**config.mk**
```make
export PLATFORM = sky130hd
export DESIGN_NAME = scu_bac_clk_gate_mgr_flat
export DESIGN_NICKNAME = d
export VERILOG_FILES = /design/src/rtl/scu_bac_clk_gate_mgr_if.sv /design/src/rtl/scu_bac_clk_gate_mgr.sv /design/src/flat_wrapper.sv
export SDC_FILE = /design/constraint.sdc
export NUM_CORES = 2
export LEC_CHECK = 0
export ABC_AREA = 0
export ABC_CLOCK_PERIOD_IN_PS = 3400
export CAP_MARGIN = 10
export CORE_UTILIZATION = 31
export DETAILED_ROUTE_END_ITERATION = 6
export PLACE_DENSITY = 0.57
export SLEW_MARGIN = 20
export SYNTH_ARGS = -nofsm -noshare
export SYNTH_HDL_FRONTEND = slang
export SYNTH_SLANG_ARGS = --single-unit
```
**constraint.sdc**
```tcl
create_clock -name kernel_clk_i -period 3.4 [get_ports kernel_clk_i]
set_clock_uncertainty 0.05 [all_clocks]
set_input_delay 0.68 -clock kernel_clk_i [delete_from_list [all_inputs] [get_ports kernel_clk_i]]
set_output_delay 0.68 -clock kernel_clk_i [all_outputs]
set_load 0.01 [all_outputs]
```
**src/rtl/scu_bac_clk_gate_mgr_if.sv**
```systemverilog
// Register-bank / client-side signal bundle for the SCU BAC clock gate manager.
// master: register bank and clients driving requests; slave: the gate manager.
interface scu_bac_clk_gate_mgr_if #(
    parameter int P_CLIENT_NUM = 32,
    parameter int P_GROUP_NUM  = 2,
    parameter int P_IDLE_CNT_W = 8,
    parameter int P_SRST_W     = 4
);
    logic                    dft_scan_en_i;
    logic [P_CLIENT_NUM-1:0] clk_en_set_i;
    logic [P_CLIENT_NUM-1:0] clk_en_clr_i;
    logic [P_CLIENT_NUM-1:0] auto_gate_en_i;
    logic [P_CLIENT_NUM-1:0] client_idle_i;
    logic [P_IDLE_CNT_W-1:0] idle_thresh_i;
    logic [P_CLIENT_NUM-1:0] srst_req_i;
    logic [P_SRST_W-1:0]     srst_len_i;
    logic [P_CLIENT_NUM-1:0] clk_en_sta_o;
    logic [P_CLIENT_NUM-1:0] clk_active_o;
    logic [P_CLIENT_NUM-1:0] wake_evt_o;
    logic [P_CLIENT_NUM-1:0] srst_n_o;
    logic [P_CLIENT_NUM-1:0] srst_busy_o;
    logic [P_GROUP_NUM-1:0]  gated_clk_o;

    modport master (
        output dft_scan_en_i, clk_en_set_i, clk_en_clr_i, auto_gate_en_i, client_idle_i,
               idle_thresh_i, srst_req_i, srst_len_i,
        input  clk_en_sta_o, clk_active_o, wake_evt_o, srst_n_o, srst_busy_o, gated_clk_o
    );

    modport slave (
        input  dft_scan_en_i, clk_en_set_i, clk_en_clr_i, auto_gate_en_i, client_idle_i,
               idle_thresh_i, srst_req_i, srst_len_i,
        output clk_en_sta_o, clk_active_o, wake_evt_o, srst_n_o, srst_busy_o, gated_clk_o
    );
endinterface

```
**src/rtl/scu_bac_clk_gate_mgr.sv**
```systemverilog
// Per-client clock enable, idle auto-gating and counted soft reset for SCU BAC clients.
// Clients map onto P_GROUP_NUM gated clocks (client i -> group i % P_GROUP_NUM).
//
// state        | meaning
// ST_OFF       | SW enable cleared, clock not requested
// ST_RUN       | clock requested, client busy or auto-gating disabled
// ST_IDLE_WAIT | client idle, counting hysteresis before gating
// ST_GATED     | idle long enough, clock released until client wakes
module scu_bac_clk_gate_mgr #(
    parameter int                      P_CLIENT_NUM = 32,
    parameter int                      P_GROUP_NUM  = 2,
    parameter int                      P_IDLE_CNT_W = 8,
    parameter int                      P_SRST_W     = 4,
    parameter logic [P_CLIENT_NUM-1:0] P_EN_RST_VAL = '1
) (
    input logic                     kernel_clk_i,
    input logic                     synced_kernel_reset_s,
    scu_bac_clk_gate_mgr_if.slave   bus
);

    typedef enum logic [1:0] {
        ST_OFF       = 2'd0,
        ST_RUN       = 2'd1,
        ST_IDLE_WAIT = 2'd2,
        ST_GATED     = 2'd3
    } state_e;

    state_e                  state_q    [P_CLIENT_NUM];
    state_e                  state_d    [P_CLIENT_NUM];
    logic [P_IDLE_CNT_W-1:0] idle_cnt_q [P_CLIENT_NUM];
    logic [P_IDLE_CNT_W-1:0] idle_cnt_d [P_CLIENT_NUM];
    logic [P_SRST_W-1:0]     srst_cnt_q [P_CLIENT_NUM];
    logic [P_SRST_W-1:0]     srst_cnt_d [P_CLIENT_NUM];

    logic [P_CLIENT_NUM-1:0] enable_q, enable_d;
    logic [P_CLIENT_NUM-1:0] busy_q, busy_d;
    logic [P_CLIENT_NUM-1:0] wake_q, wake_d;
    logic [P_CLIENT_NUM-1:0] clk_active_q, clk_active_d;
    logic [P_GROUP_NUM-1:0]  gated_clk;

    // SW enable: set wins over clear when both are asserted.
    assign enable_d = bus.clk_en_set_i | (enable_q & ~bus.clk_en_clr_i);

    // Next-state, hysteresis counters, soft-reset down-counters and registered outputs.
    always_comb begin
        for (int i = 0; i < P_CLIENT_NUM; i++) begin
            state_d[i]    = state_q[i];
            idle_cnt_d[i] = idle_cnt_q[i];
            srst_cnt_d[i] = srst_cnt_q[i];
            busy_d[i]     = busy_q[i];
            wake_d[i]     = 1'b0;

            if (!enable_d[i]) begin
                state_d[i] = ST_OFF;
            end else begin
                case (state_q[i])
                    ST_OFF: state_d[i] = ST_RUN;
                    ST_RUN: begin
                        if (bus.auto_gate_en_i[i] && bus.client_idle_i[i]) begin
                            state_d[i]    = ST_IDLE_WAIT;
                            idle_cnt_d[i] = '0;
                        end
                    end
                    ST_IDLE_WAIT: begin
                        if (!(bus.auto_gate_en_i[i] && bus.client_idle_i[i])) begin
                            state_d[i] = ST_RUN;
                        end else if (idle_cnt_q[i] >= bus.idle_thresh_i) begin
                            state_d[i] = ST_GATED;
                        end else if (idle_cnt_q[i] != {P_IDLE_CNT_W{1'b1}}) begin
                            idle_cnt_d[i] = idle_cnt_q[i] + 1'b1;
                        end
                    end
                    ST_GATED: begin
                        if (!(bus.auto_gate_en_i[i] && bus.client_idle_i[i])) begin
                            state_d[i] = ST_RUN;
                            wake_d[i]  = 1'b1;
                        end
                    end
                    default: state_d[i] = ST_OFF;
                endcase
            end

            // Length is captured at request time; terminal count 1 ends the pulse.
            if (busy_q[i]) begin
                if (srst_cnt_q[i] == P_SRST_W'(1)) begin
                    busy_d[i]     = 1'b0;
                    srst_cnt_d[i] = '0;
                end else begin
                    srst_cnt_d[i] = srst_cnt_q[i] - 1'b1;
                end
            end else if (bus.srst_req_i[i]) begin
                busy_d[i]     = 1'b1;
                srst_cnt_d[i] = (bus.srst_len_i == '0) ? P_SRST_W'(1) : bus.srst_len_i;
            end

            clk_active_d[i] = (state_d[i] == ST_RUN) || (state_d[i] == ST_IDLE_WAIT) || busy_d[i];
        end
    end

    // State and counter registers; reset state follows the enable reset value.
    always_ff @(posedge kernel_clk_i or negedge synced_kernel_reset_s) begin
        if (!synced_kernel_reset_s) begin
            enable_q     <= P_EN_RST_VAL;
            busy_q       <= '0;
            wake_q       <= '0;
            clk_active_q <= P_EN_RST_VAL;
            for (int i = 0; i < P_CLIENT_NUM; i++) begin
                state_q[i]    <= P_EN_RST_VAL[i] ? ST_RUN : ST_OFF;
                idle_cnt_q[i] <= '0;
                srst_cnt_q[i] <= '0;
            end
        end else begin
            enable_q     <= enable_d;
            busy_q       <= busy_d;
            wake_q       <= wake_d;
            clk_active_q <= clk_active_d;
            for (int i = 0; i < P_CLIENT_NUM; i++) begin
                state_q[i]    <= state_d[i];
                idle_cnt_q[i] <= idle_cnt_d[i];
                srst_cnt_q[i] <= srst_cnt_d[i];
            end
        end
    end

    // One ICG per group: latch-based enable so the gated clock never glitches.
    for (genvar g = 0; g < P_GROUP_NUM; g++) begin : g_icg
        logic grp_en;
        logic en_lat;

        // OR of the registered clock requests of every client in this group.
        always_comb begin
            grp_en = 1'b0;
            for (int i = g; i < P_CLIENT_NUM; i += P_GROUP_NUM) begin
                grp_en = grp_en | clk_active_q[i];
            end
        end

        // Enable latch transparent while the clock is low; scan forces it open.
        always_latch begin
            if (!kernel_clk_i) en_lat = grp_en | bus.dft_scan_en_i;
        end

        assign gated_clk[g] = kernel_clk_i & en_lat;
    end

    assign bus.clk_en_sta_o = enable_q;
    assign bus.clk_active_o = clk_active_q;
    assign bus.wake_evt_o   = wake_q;
    assign bus.srst_busy_o  = busy_q;
    assign bus.srst_n_o     = ~busy_q;
    assign bus.gated_clk_o  = gated_clk;

endmodule

```
**src/flat_wrapper.sv**
```systemverilog
// flat-port wrapper written by rule: the top's interface ports become plain ports
module scu_bac_clk_gate_mgr_flat 
#(
    parameter int                      P_CLIENT_NUM = 32,
    parameter int                      P_GROUP_NUM  = 2,
    parameter int                      P_IDLE_CNT_W = 8,
    parameter int                      P_SRST_W     = 4,
    parameter logic [P_CLIENT_NUM-1:0] P_EN_RST_VAL = '1
)
  (kernel_clk_i, synced_kernel_reset_s, bus_dft_scan_en_i, bus_clk_en_set_i, bus_clk_en_clr_i, bus_auto_gate_en_i, bus_client_idle_i, bus_idle_thresh_i, bus_srst_req_i, bus_srst_len_i, bus_clk_en_sta_o, bus_clk_active_o, bus_wake_evt_o, bus_srst_n_o, bus_srst_busy_o, bus_gated_clk_o);
  scu_bac_clk_gate_mgr_if #(.P_CLIENT_NUM(P_CLIENT_NUM), .P_GROUP_NUM(P_GROUP_NUM), .P_IDLE_CNT_W(P_IDLE_CNT_W), .P_SRST_W(P_SRST_W)) bus_i ();
  input logic kernel_clk_i;
  input logic synced_kernel_reset_s;
  input wire logic [$bits(bus_i.dft_scan_en_i)-1:0] bus_dft_scan_en_i;
  input wire logic [$bits(bus_i.clk_en_set_i)-1:0] bus_clk_en_set_i;
  input wire logic [$bits(bus_i.clk_en_clr_i)-1:0] bus_clk_en_clr_i;
  input wire logic [$bits(bus_i.auto_gate_en_i)-1:0] bus_auto_gate_en_i;
  input wire logic [$bits(bus_i.client_idle_i)-1:0] bus_client_idle_i;
  input wire logic [$bits(bus_i.idle_thresh_i)-1:0] bus_idle_thresh_i;
  input wire logic [$bits(bus_i.srst_req_i)-1:0] bus_srst_req_i;
  input wire logic [$bits(bus_i.srst_len_i)-1:0] bus_srst_len_i;
  output wire logic [$bits(bus_i.clk_en_sta_o)-1:0] bus_clk_en_sta_o;
  output wire logic [$bits(bus_i.clk_active_o)-1:0] bus_clk_active_o;
  output wire logic [$bits(bus_i.wake_evt_o)-1:0] bus_wake_evt_o;
  output wire logic [$bits(bus_i.srst_n_o)-1:0] bus_srst_n_o;
  output wire logic [$bits(bus_i.srst_busy_o)-1:0] bus_srst_busy_o;
  output wire logic [$bits(bus_i.gated_clk_o)-1:0] bus_gated_clk_o;
  assign bus_i.dft_scan_en_i = bus_dft_scan_en_i;
  assign bus_i.clk_en_set_i = bus_clk_en_set_i;
  assign bus_i.clk_en_clr_i = bus_clk_en_clr_i;
  assign bus_i.auto_gate_en_i = bus_auto_gate_en_i;
  assign bus_i.client_idle_i = bus_client_idle_i;
  assign bus_i.idle_thresh_i = bus_idle_thresh_i;
  assign bus_i.srst_req_i = bus_srst_req_i;
  assign bus_i.srst_len_i = bus_srst_len_i;
  assign bus_clk_en_sta_o = bus_i.clk_en_sta_o;
  assign bus_clk_active_o = bus_i.clk_active_o;
  assign bus_wake_evt_o = bus_i.wake_evt_o;
  assign bus_srst_n_o = bus_i.srst_n_o;
  assign bus_srst_busy_o = bus_i.srst_busy_o;
  assign bus_gated_clk_o = bus_i.gated_clk_o;
  scu_bac_clk_gate_mgr #(.P_CLIENT_NUM(P_CLIENT_NUM), .P_GROUP_NUM(P_GROUP_NUM), .P_IDLE_CNT_W(P_IDLE_CNT_W), .P_SRST_W(P_SRST_W), .P_EN_RST_VAL(P_EN_RST_VAL)) u_core (.kernel_clk_i(kernel_clk_i), .synced_kernel_reset_s(synced_kernel_reset_s), .bus(bus_i));
endmodule
```
-- After elaboration in Yosys (flattened, before gate mapping)
Cells that the tools add are included.
- register bits after elaboration: 576
- bits in latches: 2
- input bits: 175
- output and inout port bits: 162
- logic and storage cells: 1456
- add/sub/neg operators: 64
- magnitude comparators: 32
- equal/unequal tests: 352
- muxes and demuxes: 643
- bitwise operators: 38
- reductions and logical operators: 225
- operators by type and width (cell ; count):
    8-bit two-way mux ; 128
    8-bit case mux with 2 select lines ; 32
    4-bit two-way mux ; 97
    2-bit two-way mux ; 160
    8-bit by 1-bit adder with 8-bit output, second input constant ; 32
    8-bit >= comparator ; 32
    8-bit inequality test, second input constant ; 32
    2-bit case mux with 4 select lines ; 32
    1-bit two-way mux ; 194
    2-bit equality test, second input constant ; 96
    2-bit by 1-bit inequality test with 1-bit output, second input constant ; 96
    6-bit AND reduction ; 32
    2-bit by 1-bit equality test with 1-bit output, second input constant ; 64
    4-bit by 1-bit equality test with 1-bit output, second input constant ; 32
    2-bit nonzero test ; 64
    4-bit by 1-bit subtractor with 4-bit output, second input constant ; 32
    2-bit zero test ; 32
    1-bit logical OR ; 64
    2-bit inequality test, second input constant ; 32
    32-bit NOT ; 2
    32-bit bitwise AND ; 1
    1-bit logical AND ; 32
    1-bit bitwise OR ; 32
    32-bit bitwise OR ; 1
    2 further kinds ; 3

-- Logic depth before layout (Yosys ltp)
- depth after elaboration: 17
- depth in mapped cells: 9
- mapped depth without buffers: 8

==> flow_summary.yaml <==
cells_and_area:
  final_util: 0.3931
  syn_to_final_growth_pct: 25.81
  final_cell_mix: "ha_1 (507), dfrtp_1 (480), nand2_1 (423)"
  final_net_count: 5776
  drive_above_1_share: 0.1263
  mostFrequentLayoutCell: "ha_1"
  finalNonFillerCells: 6899
  final_area_um2: 50970
die:
  rows: 132
  start_util: 0.3125
  coreArea_um2: 129600
  io_pins: 337
  die-area_um2: 132100
  fp.dieW_um: 363.5
  die_y_um: 363.5
detailed_routing:
  antenna_left: 0
  drt_iter0_drc: 2194
  drt-total-wl_um: 120400
  via_per_inst: 5.179
  drc: 0
  vias: 35730
  dr.pass1.iters: 5
  wl_per_cell_um: 17.45
clocking:
  cts.clk_slew.worst_paths_ns: 0.06
  cts_tree: "built"
  clk_latency_ns: 0.76
power:
  pwr-share-seq: 0.372
  p_leak_nw: 23.67
  p_clk_frac: 0.309
  irDropWorstVdd_mv: 0.3604
  p_int_w: 0.01776
  power_density_nw_per_um2: 533.7
  switchingPower_w: 0.009444
  swShare: 0.3472
  p_comb_frac: 0.318
worst_hold_path:
  worstHoldStart: "u_core.idle_cnt_q[72]$_DFFE_PN0P_"
  hold_class: "reg2reg"
critical_path:
  path_max_fanout: 1
  critPathMaxStageDelay_ns: 0.39
  startpoint: "u_core.g_icg[0].en_lat$_DLATCH_N_"
  startpoint_type: "latch"
  cp_data_arrival_time_ns: 3.07
  critical_path.endpoint_type: "primary output"
  worst-setup-path-type: "latch2out"
  critPathRequiredTime_ns: 2.67
  crit_path_cell_trace: "and2_4, buf_6"
  slowest_stage: "dlxtn_2"
  reg2reg_from: "u_core.bus.clk_active_o[2]$_DFF_PN1_"
yosys:
  synthAdderAreaFrac: 0.1566
  synth_ff_type: "dfrtp_1"
  synth-edff-count: 0
  yosys.area_share.simple: 0.1935
  syn_area_per_cell_um2: 9.047
  async_reset_ff_frac: 0.9965
  synth_nets: 5160
  synth_top_family_by_area: "compound AO/OA/AOI/OAI gates"
  ys_ff_latch: 578
  syn_inst: 4478
  synth_compound_area_frac: 0.2204
  synth_warnings: 0
  ys_types: 87
  synth_xor_area_frac: 0.007350
  synth_area_um2: 40510
  synthMuxAreaShare: 0.01875
placement:
  dp_cells: 6752
  place_congestion: 0.8271
  dpl.hpwl_um: 89020
  io_buffers: 336
  pre_cts_slack_ns: -0.6794
  placed_area_um2: 48350
timing:
  slew_viol_final: 0
  grt_setup_unrepaired: "true"
  finalSetupViolations: 4
  finalHoldViolations: 0
  worst_slack_ns: -0.3986
  worst_pin_slew_ns: 0.9132
  whs_ns: 0.4658
  slew_headroom: 0.3906
grt:
  grt_use_total: 0.1809
  overflow: 0
  grt_pass1_vias: 34430
  grt_max_degree: 74
  antenna_found_initial: 12
  grt_pass1_wl_um: 190000
outcome:
  failed_checks: "setup timing"
  status: "finished, violations left"
run:
  cap_violations: 0
-- critical path, delay by kind of cell (launching register included) --
kind                   cells  cell delay, ns
buffers and inverters      1            0.10
latches                    1            0.39
and+or+nand+nor            1            0.14
-- final cells by class --
class	count	area (um^2)
Fill cell	12890	78680
Antenna cell	4	10.01
Timing Repair Buffer	676	6186
Clock inverter	15	137.6
Tap cell	1742	2180
Clock buffer	128	2452
Multi-Input combinational cell	3428	24190
Inverter	328	1246
Sequential cell	578	14570
-- final timing paths --
path	endpoint	slack [ns]	cells after the start
worst max-delay path	bus_gated_clk_o[0]	-0.40	2
worst min-delay path	u_core.idle_cnt_q[72]$_DFFE_PN0P_	0.47	1
worst max register to register	u_core.g_icg[0].en_lat$_DLATCH_N_	0	5
worst min register to register	u_core.idle_cnt_q[72]$_DFFE_PN0P_	0.47	1
max in group asynchronous	u_core.bus.clk_active_o[5]$_DFF_PN1_	1.89	3
min in group asynchronous	u_core.state_q[51]$_DFF_PN0_	0.49	2
-- cell usage after synthesis, types with 21 or more instances --
| cell | instances | share of area |
|---|---|---|
| ha_1 | 507 | 0.16 |
| dfrtp_1 | 480 | 0.30 |
| nand2_1 | 423 | 0.039 |
| inv_1 | 328 | 0.030 |
| a21oi_1 | 301 | 0.037 |
| o21ai_0 | 263 | 0.032 |
| nor2_1 | 248 | 0.023 |
| nand3_1 | 148 | 0.018 |
| clkbuf_1 | 141 | 0.013 |
| and3_1 | 135 | 0.021 |
| or3_1 | 129 | 0.020 |
| dfstp_2 | 96 | 0.062 |
| o211ai_1 | 73 | 0.014 |
| a21o_1 | 71 | 0.013 |
| nor3_1 | 68 | 0.0084 |
| a211oi_1 | 61 | 0.011 |
| a22o_1 | 61 | 0.013 |
| mux2i_1 | 59 | 0.015 |
| nor2b_1 | 55 | 0.0085 |
| o211a_1 | 48 | 0.012 |
| and2_1 | 47 | 0.0073 |
| nand2b_1 | 47 | 0.0073 |
| o221ai_1 | 46 | 0.0099 |
| nand3b_1 | 43 | 0.0080 |
| o31ai_1 | 39 | 0.0072 |
| a211o_1 | 38 | 0.0082 |
| nor3b_1 | 37 | 0.0069 |
| nand4_1 | 36 | 0.0056 |
| o21a_1 | 32 | 0.0059 |
| xnor2_1 | 32 | 0.0069 |
| a31oi_1 | 28 | 0.0043 |
| or4_1 | 27 | 0.0050 |
| a2111oi_0 | 23 | 0.0050 |
| or2_2 | 23 | 0.0036 |
| nor4_1 | 22 | 0.0034 |
| o311ai_0 | 21 | 0.0045 |
-- routing by layer --
| metal | global-route usage | wire length [um] | vias up |
|---|---|---|---|
| li1 | - | - | 17780 |
| met1 | 0.2443 | 56730 | 17190 |
| met2 | 0.2956 | 55630 | 624 |
| met3 | 0.02782 | 5019 | 135 |
| met4 | 0.05585 | 2990 | 0 |
| met5 | 0 | 0 | - |
-- cell families (layout without fill, tap and decap cells) --
logic type | Yosys count | count (layout)
and+or+nand+nor | 1525 | 1525
AOI/OAI and AO/OA | 1288 | 1288
latches | 2 | 2
xor gates and xnor gates | 34 | 34
muxes | 74 | 74
other | 0 | 4
DFF | 576 | 576
buffers and inverters | 472 | 1147
adders and majority gates | 507 | 507
-- through the flow --
| step | setup TNS (ns) | power, W |
|---|---|---|
| after detailed placement | -47.88 | 0.01899 |
| after CTS | -0.8787 | 0.02761 |
| after global placement | -45.28 | 0.01880 |
| after floorplan | 0 | 0.01508 |
| final | -0.7765 | 0.02720 |
| after global routing | -0.8887 | 0.02911 |
-- state kept, by name (all words and copies together) (netlist names) --
register	cells
u_core.srst_cnt_q	128
u_core.idle_cnt_q	256
u_core.bus.clk_en_sta_o	32
u_core.g_icg.en_lat	2
u_core.bus.srst_busy_o	32
u_core.bus.wake_evt_o	32
u_core.state_q	64
u_core.bus.clk_active_o	32
-- power by group through the flow --
stage	Combinational [W]	Clock [W]	Sequential [W]
floorplan	0.00552	0.0000314	0.00953
global placement	0.00853	0.0000760	0.0102
detailed placement	0.00871	0.0000760	0.0102
CTS	0.00876	0.00873	0.0101
global route	0.00978	0.00898	0.0104
finish	0.00866	0.00842	0.0101
-- timing repair --
item	4_1_cts	5_1_grt
buffers inserted	1	0
gates resized for setup	14	1
hold buffers	1	0
endpoints found under the hold margin	45	0
pin swaps	4	0
endpoints found under the setup margin	4	4
Power figures use the tool's default switching activity.
